`src/rtl/painter_pkg.sv`:
```
// Shared definitions for the painter engines and the VRAM write arbiter:
// arbiter state encodings, palette constants and the memory address width.
package painter_pkg;

  localparam int MEMORY_SIZE_BITS = 14;

  localparam logic [2:0] COLOR_BLACK  = 3'b000;
  localparam logic [2:0] COLOR_BLUE   = 3'b001;
  localparam logic [2:0] COLOR_YELLOW = 3'b110;

  typedef enum logic [1:0] {
    IDLE    = 2'b00,
    GRANTED = 2'b01,
    RELEASE = 2'b10
  } arb_state_t;

endpackage

```
`src/rtl/rr_priority_picker.sv`:
```
// Combinational round-robin search: starting at ptr and wrapping modulo
// N_REQ, the first requester with req high wins (one-hot) and valid is set.
module rr_priority_picker #(
  parameter int N_REQ = 4,
  parameter int PTR_W = 2
) (
  input  logic [N_REQ-1:0] req,
  input  logic [PTR_W-1:0] ptr,
  output logic [N_REQ-1:0] winner,
  output logic             valid
);

  logic [PTR_W-1:0] idx;

  always_comb begin
    winner = '0;
    valid  = 1'b0;
    idx    = '0;
    for (int i = 0; i < N_REQ; i++) begin
      idx = PTR_W'((int'(ptr) + i) % N_REQ);
      if (!valid && req[idx]) begin
        winner[idx] = 1'b1;
        valid       = 1'b1;
      end
    end
  end

endmodule

```
`src/rtl/vram_write_arbiter.sv`:
```
// Round-robin owner of the single VRAM write port shared by the painter engines.
// Optional VRAM_ARB_TIMEOUT_EN revokes a grant after MAX_BURST cycles when others wait.
module vram_write_arbiter
  import painter_pkg::*;
#(
  parameter int N_REQ     = 4,
  parameter int ADDR_W    = MEMORY_SIZE_BITS,
  parameter int COLOR_W   = 3,
  parameter int MAX_BURST = 1024
) (
  input  logic                       Clck,
  input  logic                       Reset,
  input  logic [N_REQ-1:0]           req,
  input  logic [N_REQ-1:0]           we_in,
  input  logic [N_REQ*ADDR_W-1:0]    addr_in,
  input  logic [N_REQ*COLOR_W-1:0]   color_in,
  output logic [N_REQ-1:0]           grant,
  output logic [ADDR_W-1:0]          address,
  output logic [COLOR_W-1:0]         color,
  output logic                       print_enable,
  output logic                       busy,
  output arb_state_t                 state_dbg
);

  // Handshake: req is a level held for a whole job; grant stays with that
  // engine until its req is sampled low, then one dead cycle precedes the next grant.
  localparam int PTR_W = $clog2(N_REQ);

  arb_state_t       state;
  logic [PTR_W-1:0] ptr;
  logic [PTR_W-1:0] win_idx;
  logic [PTR_W-1:0] next_ptr;
  logic [PTR_W-1:0] g_idx;
  logic [N_REQ-1:0] win_onehot;
  logic             win_valid;
  logic             revoke;

  rr_priority_picker #(
    .N_REQ (N_REQ),
    .PTR_W (PTR_W)
  ) u_picker (
    .req    (req),
    .ptr    (ptr),
    .winner (win_onehot),
    .valid  (win_valid)
  );

  always_comb begin
    win_idx = '0;
    g_idx   = '0;
    for (int i = 0; i < N_REQ; i++) begin
      if (win_onehot[i]) win_idx = PTR_W'(i);
      if (grant[i])      g_idx   = PTR_W'(i);
    end
    next_ptr = (int'(win_idx) == N_REQ - 1) ? '0 : win_idx + PTR_W'(1);
  end

`ifdef VRAM_ARB_TIMEOUT_EN
  localparam int CNT_W = (MAX_BURST > 2) ? $clog2(MAX_BURST) : 1;
  logic [CNT_W-1:0] burst_cnt;
  // Only cut a job short when someone else is actually waiting.
  assign revoke = (int'(burst_cnt) == MAX_BURST - 1) && (|(req & ~grant));
`else
  assign revoke = 1'b0;
`endif

  always_ff @(posedge Clck) begin
    if (!Reset) begin
      state        <= IDLE;
      ptr          <= '0;
      grant        <= '0;
      address      <= '0;
      color        <= '0;
      print_enable <= 1'b0;
`ifdef VRAM_ARB_TIMEOUT_EN
      burst_cnt    <= '0;
`endif
    end else begin
      case (state)
        IDLE, RELEASE: begin
          print_enable <= 1'b0;
          if (win_valid) begin
            grant <= win_onehot;
            ptr   <= next_ptr;
            state <= GRANTED;
`ifdef VRAM_ARB_TIMEOUT_EN
            burst_cnt <= '0;
`endif
          end else begin
            state <= IDLE;
          end
        end
        GRANTED: begin
          if (!req[g_idx] || revoke) begin
            grant        <= '0;
            print_enable <= 1'b0;
            state        <= RELEASE;
          end else begin
            address      <= addr_in[int'(g_idx)*ADDR_W +: ADDR_W];
            color        <= color_in[int'(g_idx)*COLOR_W +: COLOR_W];
            print_enable <= we_in[g_idx];
`ifdef VRAM_ARB_TIMEOUT_EN
            if (int'(burst_cnt) < MAX_BURST - 1) burst_cnt <= burst_cnt + CNT_W'(1);
`endif
          end
        end
        default: begin
          state        <= IDLE;
          grant        <= '0;
          print_enable <= 1'b0;
        end
      endcase
    end
  end

  assign busy      = (state == GRANTED);
  assign state_dbg = state;

endmodule

```
`config.mk`:
```
export PLATFORM = sky130hd
export DESIGN_NAME = vram_write_arbiter
export DESIGN_NICKNAME = d
export VERILOG_FILES = /design/src/rtl/painter_pkg.sv /design/src/rtl/rr_priority_picker.sv /design/src/rtl/vram_write_arbiter.sv
export SDC_FILE = /design/constraint.sdc
export NUM_CORES = 1
export LEC_CHECK = 0
export CORE_ASPECT_RATIO = 0.8
export CORE_UTILIZATION = 25
export CTS_CLUSTER_DIAMETER = 150
export CTS_CLUSTER_SIZE = 30
export DETAILED_ROUTE_END_ITERATION = 12
export PLACE_DENSITY_LB_ADDON = 0.1
export SETUP_SLACK_MARGIN = 0.15
export SYNTH_ARGS = -nofsm -noshare
export SYNTH_HDL_FRONTEND = slang
export SYNTH_HIERARCHICAL = 1
export SYNTH_SLANG_ARGS = --single-unit
```
`constraint.sdc`:
```
create_clock -name Clck -period 4.4 [get_ports Clck]
set_clock_uncertainty 0.05 [all_clocks]
set_input_delay 0.88 -clock Clck [delete_from_list [all_inputs] [get_ports Clck]]
set_output_delay 0.88 -clock Clck [all_outputs]
set_load 0.1 [all_outputs]
```
# Yosys cells after proc, flatten, opt, wreduce, memory -nomap -nowiden
# Cells that the tools add are included.
# totals
regBits	26
wordCells	88
# classes
add_sub_neg	4
multipliers	2
n_lt_le_gt_ge	9
n_eq_ne	5
n_shift	2
n_mux	41
bitwise_logic	3
reduce_logical	16
# ops
op	n
56-bit by 7-bit variable part select with 14-bit output	1
4-bit two-way mux	6
1-bit two-way mux	17
2-bit by 3-bit < comparator with 1-bit output (second input constant)	5
1-bit binary-select mux with 2-bit select	6
2-bit two-way mux	6
4-bit bitwise OR	3
12-bit by 5-bit variable part select with 3-bit output	1
1-bit demux with 2-bit select	4
2-bit by 1-bit >= comparator with 1-bit output (second input constant)	4
4-bit case mux with 2 select lines	1
1-bit logical AND	7
2-bit AND reduction	3
2-bit by 3-bit multiplier with 5-bit output (second input constant)	1
2-bit by 1-bit adder with 2-bit output (second input constant)	2
2-bit adder (second input constant)	2
2-bit by 1-bit == test with 1-bit output (second input constant)	2
2-bit by 2-bit multiplier with 4-bit output (second input constant)	1
2-bit case mux with 2 select lines	1
1-bit zero test	3
3-bit AND reduction	1
2-bit == test (second input constant)	1
2-bit zero test	1
2-bit by 1-bit inequality test with 1-bit output (second input constant)	1
2 further kinds	2

# Logic depth before layout (Yosys ltp)
# Gate-level depths: netlist (run 1).
# logic_depth
ltp_word	17
depth_mapped	11
depth_no_buf	10

# Cells and area by module
# Netlist (run 1), hierarchy kept.
# by_module_without_submodules
module	instances	cells_each	area_per_inst_um2
vram_write_arbiter	1	179	1595.3
rr_priority_picker	1	62	494.2

# Worst setup path before layout (run 1)
# No wires, ideal clock.
# synth_timing
path_type	register to output
start	reg state[0] (netlist: state_dbg[0])
end	out busy
arrival_time_ns	1.953
t_required_ns	3.470
path_slack_ns	1.517
stages_incl_launch_ff	3
path_buffers	0
cell_sequence	dfxtp_1 > nand2b_1 > inv_1
# synth_via
elab_chain_cells	1
# synth_lines
element	line	text
start, declared	vram_write_arbiter.sv:29	arb_state_t state;
start signal, assigned	vram_write_arbiter.sv:69	state <= IDLE;
start signal, assigned	vram_write_arbiter.sv:85	state <= GRANTED;
start signal, assigned	vram_write_arbiter.sv:90	state <= IDLE;
2-bit by 1-bit == test with 1-bit output	vram_write_arbiter.sv:116	assign busy = (state == GRANTED);
end, declared	vram_write_arbiter.sv:21	output logic busy,
# No other way between the ends.

# Worst setup path after layout (run 1)
# Same ends and word-level chain as after synthesis.

==> results of run 1 <==
==> flip-flops by register name (all words and copies together), names as in the netlist <==
register	count
print_enable	1
state_dbg	2
color	3
ptr	2
address	14
grant	4
==> power by group <==
part / internal (mW) / switching (mW)
registers: 0.298 / 0.0794
clock network: 0.122 / 0.0730
logic: 0.481 / 0.845
total: 0.901 / 0.998
==> layer usage <==
layer  share of wire  wire length (um)  up-vias
met1            0.49              3050      914
met4          0.0039                24        0
met2            0.41              2530       82
li1                -                 -     1049
met5               0                 0        -
met3            0.10               627        2
==> worst min-delay path by stage <==
stage / start / to / slack [ns]
6_report: address[1] / address[1] / 0.47
5_1_grt: color[0] / color[0] / 0.50
4_1_cts: color[0] / color[0] / 0.48
3_5_place_dp: address[0] / address[0] / 0.46
3_3_place_gp: address[7] / address[7] / 0.45
2_1_floorplan: ptr[0] / ptr[0] / 0.50
==> worst min-delay path, cell delays in order (launching register included) <==
cell and delay, ns:
dfxtp_1 0.34, mux2i_1 0.06, nor2b_1 0.09
==> final cells by class <==
class | count | area [sq um]
timing repair buffer | 107 | 1060
tap | 108 | 135
sequential | 26 | 520
multi-input combinational | 160 | 1330
fill | 815 | 4760
inverter | 38 | 143
clock buffer | 3 | 41.3
clock inverter | 1 | 30.0
==> cell families after synthesis <==
logic type	count (synthesis)	share of synthesized area
buffers and inverters	55	0.114
and+or+nand+nor	61	0.166
muxes	49	0.243
DFF	26	0.249
AOI/OAI and AO/OA	44	0.192
adders and majority gates	6	0.0359
==> layout by cell type, fill, tap and decap left out, types with 11 or more instances in the layout <==
master           netlist  final
clkdlybuf4s50_1        0    101
mux2i_1               45     45
inv_1                 38     38
nor2b_1               27     27
dfxtp_1               26     26
a222oi_1              17     17
nor2_1                11     11
==> key figures, run 1 <==
Global routing
  – Global-route wire length before repair: around 10 mm
  – Vias in the first global route: a little under 2k
  – Global-route usage over all layers: 0.142
  – Largest net degree at the start of global routing: 27
  – Initial antenna violation count: 0
  – Met2 Track Usage GR: 0.207
  – M3 GR Usage: 0.0562
  – GRT met1 Usage: 0.200
  – GRT overflow: 0
  – GRT Max-Usage Layer: met2

Logic synthesis
  – Most common cell in the netlist: mux2i_1
  – Post-Synthesis Cells: between 200 and 250
  – Async SR Flop Fraction: 0
  – Seq/Total Area, Yosys: 0.249
  – Seq cells post-synth: 26
  – Syn_nets: around 330
  – Count of different cell masters after synthesis: 36
  – Mean Syn Cell Area: around 8.7 sq um
  – Top post-synthesis cells by area: dfxtp_1 25%, mux2i_1 22%, a222oi_1 8.1%
  – Synth warn: 6
  – Ys flop type: dfxtp_1
  – Synth top area share: 0.249
  – Post-synth EDFFs: 0
  – Most frequent cells after synthesis: 45 x mux2i_1, 38 x inv_1, 27 x nor2b_1
  – Synthesized cell area: roughly 2100 sq um
  – Largest area contributor in the netlist: dfxtp_1

Power
  – Final Power: approximately 1.9 mW
  – Peak VDD IR: 277 uV
  – PD cells: roughly 580 nW/um^2
  – Leakage Power: ~1.3 nW

Route
  – Wire length per cell: roughly 14 um
  – Initial detailed-routing violation count: approximately 180
  – Post-DR vias/cell: between 4 and 5
  – DRC Markers: 0
  – Pre-antenna DRT Iters: 5
  – Total wire length: 6.23 mm
  – Post-DRT Antenna Nets: 0
  – Via count: between 2k and 2.5k

Clocking
  – CTS tree: done
  – Worst-path clk slew: 0.09 ns
  – Post-CTS Resized: 0
  – CTS Hold Bufs: 0
  – H-tree depth: 1
  – Num CTS Buffers: 3
  – Skew-Pair Late Insertion Delay: ~0.27 ns
  – Post CTS Setup Buffer Count: 0
  – Clock root buffer master: clkbuf_8
  – Clock sinks: 26
  – CTS max path bufs: 2

Die
  – Placeable Area: between 8000 and 9000 sq um
  – Starting Density: 0.261
  – # IOs: between 100 and 150
  – Die Wd: roughly 100 um
  – Chip height: between 80 and 90 um
  – Die area: roughly 8700 sq um
  – Std-Cell Rows: 29

Placed design
  – Placed Cells: 439
  – DP Worst Slack: approximately 1.3 ns
  – Dpl cell area: between 3000 and 4000 sq um
  – I/O Buffers: 102
  – DPL Wire Length: 4.62 mm
  – RePlAce Congestion: between 0.8 and 0.9

STA
  – Max Freq: between 300 and 400 MHz
  – Final WS setup: 1.31 ns
  – Slew HR: 0.327
  – Post-layout min period: 3.09 ns
  – Max Slew Vio Count: 0
  – Worst Tran Pin Value: 1.01 ns
  – Crit share post-route: 0.703
  – Final setup TNS: 0 ns
  – Final hold vios: 0
  – Hold Slack: 0.472 ns
  – RSZ-0062 raised after global routing: false
  – Final Setup Violations: 0

Setup path
  – Setup crit end: busy
  – Crit Reg-Reg Endpoint: ptr[0]
  – Worst path max stage delay: roughly 1.2 ns
  – R2R setup slack: between 1 and 1.5 ns
  – Crit-path slowest cell: clkdlybuf4s50_1
  – CP top delay family: buffers and inverters
  – Crit path depth: 3
  – Crit path buf inv count: 2
  – CP Launch Point: state_dbg[0]
  – Setup CP Type: reg2out
  – Worst R2R Start: ptr[0]
  – Worst-path fanout max: 7
  – Worst setup EP type: primary output
  – Startpoint types: register
  – Worst r2r path cells: 10
  – Critical path required time: 3.47 ns
  – WP data arrival: between 2 and 2.5 ns
  – CP Cell Sequence: nand2b_1, inv_1, clkdlybuf4s50_1

Finish
  – P&R area growth vs syn: 55.8%
  – Nets: 420
  – Diodes inserted: 0
  – Layout cells sized above 1: 0.0537
  – Final Util: 0.406
  – Final Cell Area: 3260 sq um
  – Final Non-Filler Cells: about 440

Hold path
  – Hold path depth: 2
  – HP Class: reg2reg

Run status
  – Status: complete, no violations

Flow run
  – # Max-Cap Violations: 0
No activity file was read; power rests on OpenSTA's default activity.
==> inputs of run 2 (changes only) <==
==> constraint.sdc (replaced) <==
create_clock -name Clck -period 2.7 [get_ports Clck]
set_clock_uncertainty 0.05 [all_clocks]
set_input_delay 0.54 -clock Clck [delete_from_list [all_inputs] [get_ports Clck]]
set_output_delay 0.54 -clock Clck [all_outputs]
set_load 0.1 [all_outputs]
==> run 2 against run 1 <==
Cell area grew 1.7%; highest routed layer unchanged; global-route usage shrank 0.15 points; sequential power grew 50%; critical endpoint is now ptr[0]; routed wire length grew 1.5%.
==> key figures, run 2 (synthesis results as in run 1) <==
Placed design
  – I/O Buffers: 102 (unchanged)
  – DPL Wire Length: 4.84 mm (was 4.62 mm)
  – RePlAce Congestion: 0.815 (was 0.825)
  – Placed Cells: 451 (was 439)

Clocking
  – Clock sinks: 26 (unchanged)
  – CTS tree: done (unchanged)
  – Worst-path clk slew: 0.09 ns (about the same)
  – Post-CTS Resized: 0 (unchanged)
  – Num CTS Buffers: 3 (unchanged)
  – H-tree depth: 1 (unchanged)
  – Clock root buffer master: clkbuf_8 (unchanged)
  – CTS Hold Bufs: 0 (unchanged)
  – CTS max path bufs: 2 (unchanged)
  – Post CTS Setup Buffer Count: 0 (unchanged)
  – Skew-Pair Late Insertion Delay: 0.27 ns (about the same)

STA
  – Crit share post-route: 0.895
  – RSZ-0062 raised after global routing: false (unchanged)
  – Slew HR: 0.447 (was 0.327)
  – Final hold vios: 0 (unchanged)
  – Worst Tran Pin Value: 0.827 ns (was 1.01 ns)
  – Final setup TNS: 0 ns (unchanged)
  – Max Slew Vio Count: 0 (unchanged)
  – Post-layout min period: 2.42 ns
  – Max Freq: roughly 410 MHz
  – Final Setup Violations: 0 (unchanged)

Route
  – Via count: 2068 (was 2047)
  – Pre-antenna DRT Iters: 4 (was 5)
  – Post-DRT Antenna Nets: 0 (unchanged)
  – Post-DR vias/cell: 4.55 (was 4.62)
  – Initial detailed-routing violation count: 157 (was 176)
  – Wire length per cell: 13.9 um (was 14.1 um)
  – DRC Markers: 0 (unchanged)
  – Total wire length: 6.32 mm (was 6.23 mm)

Finish
  – Layout cells sized above 1: 0.156 (was 0.0537)
  – Final Util: 0.413 (was 0.406)
  – Most frequent cells in the layout: 77 x clkdlybuf4s50_1, 45 x mux2i_1, 40 x buf_4 (was 101 x clkdlybuf4s50_1, 45 x mux2i_1, 38 x inv_1)
  – Diodes inserted: 0 (unchanged)
  – Final Non-Filler Cells: 455 (was 443)
  – Filler Cell Count: 812 (was 815)
  – Max reg flops: 14 (unchanged)
  – Top flop regs: address x14, grant x4, color x3 (unchanged)
  – P&R area growth vs syn: 58.4% (was 55.8%)
  – Biggest register: address (unchanged)
  – Nets: 432 (was 420)
  – Commonest non-fill, non-tap cell in the layout: clkdlybuf4s50_1 (unchanged)

Power
  – Final Power: 3.15 mW (was 1.90 mW)
  – PD cells: 952 nW/um^2 (was 583 nW/um^2)
  – Leakage Power: 1.40 nW (was 1.29 nW)
  – Peak VDD IR: 306 uV (was 277 uV)

Setup path
  – Worst setup EP type: register (was primary output)
  – Startpoint types: register (unchanged)
  – Critical path required time: 2.82 ns (was 3.47 ns)
  – WP data arrival: 2.54 ns (was 2.16 ns)
  – Worst-path fanout max: 5 (was 7)
  – Setup CP Type: reg2reg (was reg2out)

Global routing
  – Global-route usage over all layers: 0.141 (was 0.142)
  – Global-route wire length before repair: 9.92 mm (was 10.1 mm)
  – Largest net degree at the start of global routing: 27 (unchanged)
  – Vias in the first global route: 1955 (was 1970)
  – GRT overflow: 0 (unchanged)
  – Initial antenna violation count: 0 (unchanged)

Flow run
  – # Max-Cap Violations: 0 (unchanged)

Run status
  – Status: complete, no violations (unchanged)

Die
  – Chip height: 83.8 um (unchanged)
  – Die Wd: 104 um (unchanged)
  – Placeable Area: 8020 sq um (unchanged)
  – # IOs: 103 (unchanged)
  – Starting Density: 0.261 (unchanged)
  – Die area: 8730 sq um (unchanged)
  – Std-Cell Rows: 29 (unchanged)

Hold path
  – HP Class: reg2reg (unchanged)
## run 2: changes by cell type in the layout (fill, tap and decap cells not counted), sizes merged
cell | before | now
clkdlybuf4s50 | 101 | 77
buf | 6 | 42
## run 2: final timing paths
path / slack (ns) / endpoint / startpoint / cells past startpoint
max: 0.28 / ptr[0] / ptr[0] / 10
min reg2reg: 0.47 / address[6] / address[6] / 2
max reg2reg: 0.28 / ptr[0] / ptr[0] / 10
min: 0.47 / address[6] / address[6] / 2
## run 2: worst max-delay path: stages, from the launching register on
cell       delay (ns)
dfxtp_1          0.35
inv_1            0.10
ha_1             0.44
mux2i_1          0.35
mux2_2           0.28
a211oi_1         0.09
o2bb2ai_1        0.25
nor2b_1          0.17
nor3_1           0.05
a21oi_1          0.12
nor2b_1          0.05
## run 2: power by group
group	total (mW)	switching (mW)	internal, mW
Clock	0.327	0.129	0.199
Combinational	2.26	1.44	0.816
Sequential	0.567	0.0803	0.487
Total	3.15	1.65	1.50
## run 2: per-layer routing
layer  up-vias  track usage  wire (um)
li1       1074            -          -
met5         -            0          0
met1       917        0.204       3210
met3         5       0.0414        440
met2        72        0.207       2640
met4         0       0.0234         31
## run 2: final cells by class
cell class | count | area (sq um) | share of cell area
clock buffer | 3 | 41.3 | 0.0125
tap | 108 | 135 | 0.0408
clock inverter | 1 | 30.0 | 0.00907
sequential | 26 | 520 | 0.157
inverter | 38 | 143 | 0.0431
timing repair buffer | 119 | 1110 | 0.336
multi-input combinational | 160 | 1330 | 0.402
## run 2: per-stage QoR
stage / setup slack (ns) / hold slack, ns / cell area, sq um
after floorplan: 0.157 / 0.502 / 2090
after global placement: 0.0603 / 0.449 / 3240
after detailed placement: 0.0232 / 0.458 / 3240
after CTS: 0.319 / 0.483 / 3310
after global routing: 0.171 / 0.495 / 3310
final: 0.283 / 0.474 / 3310
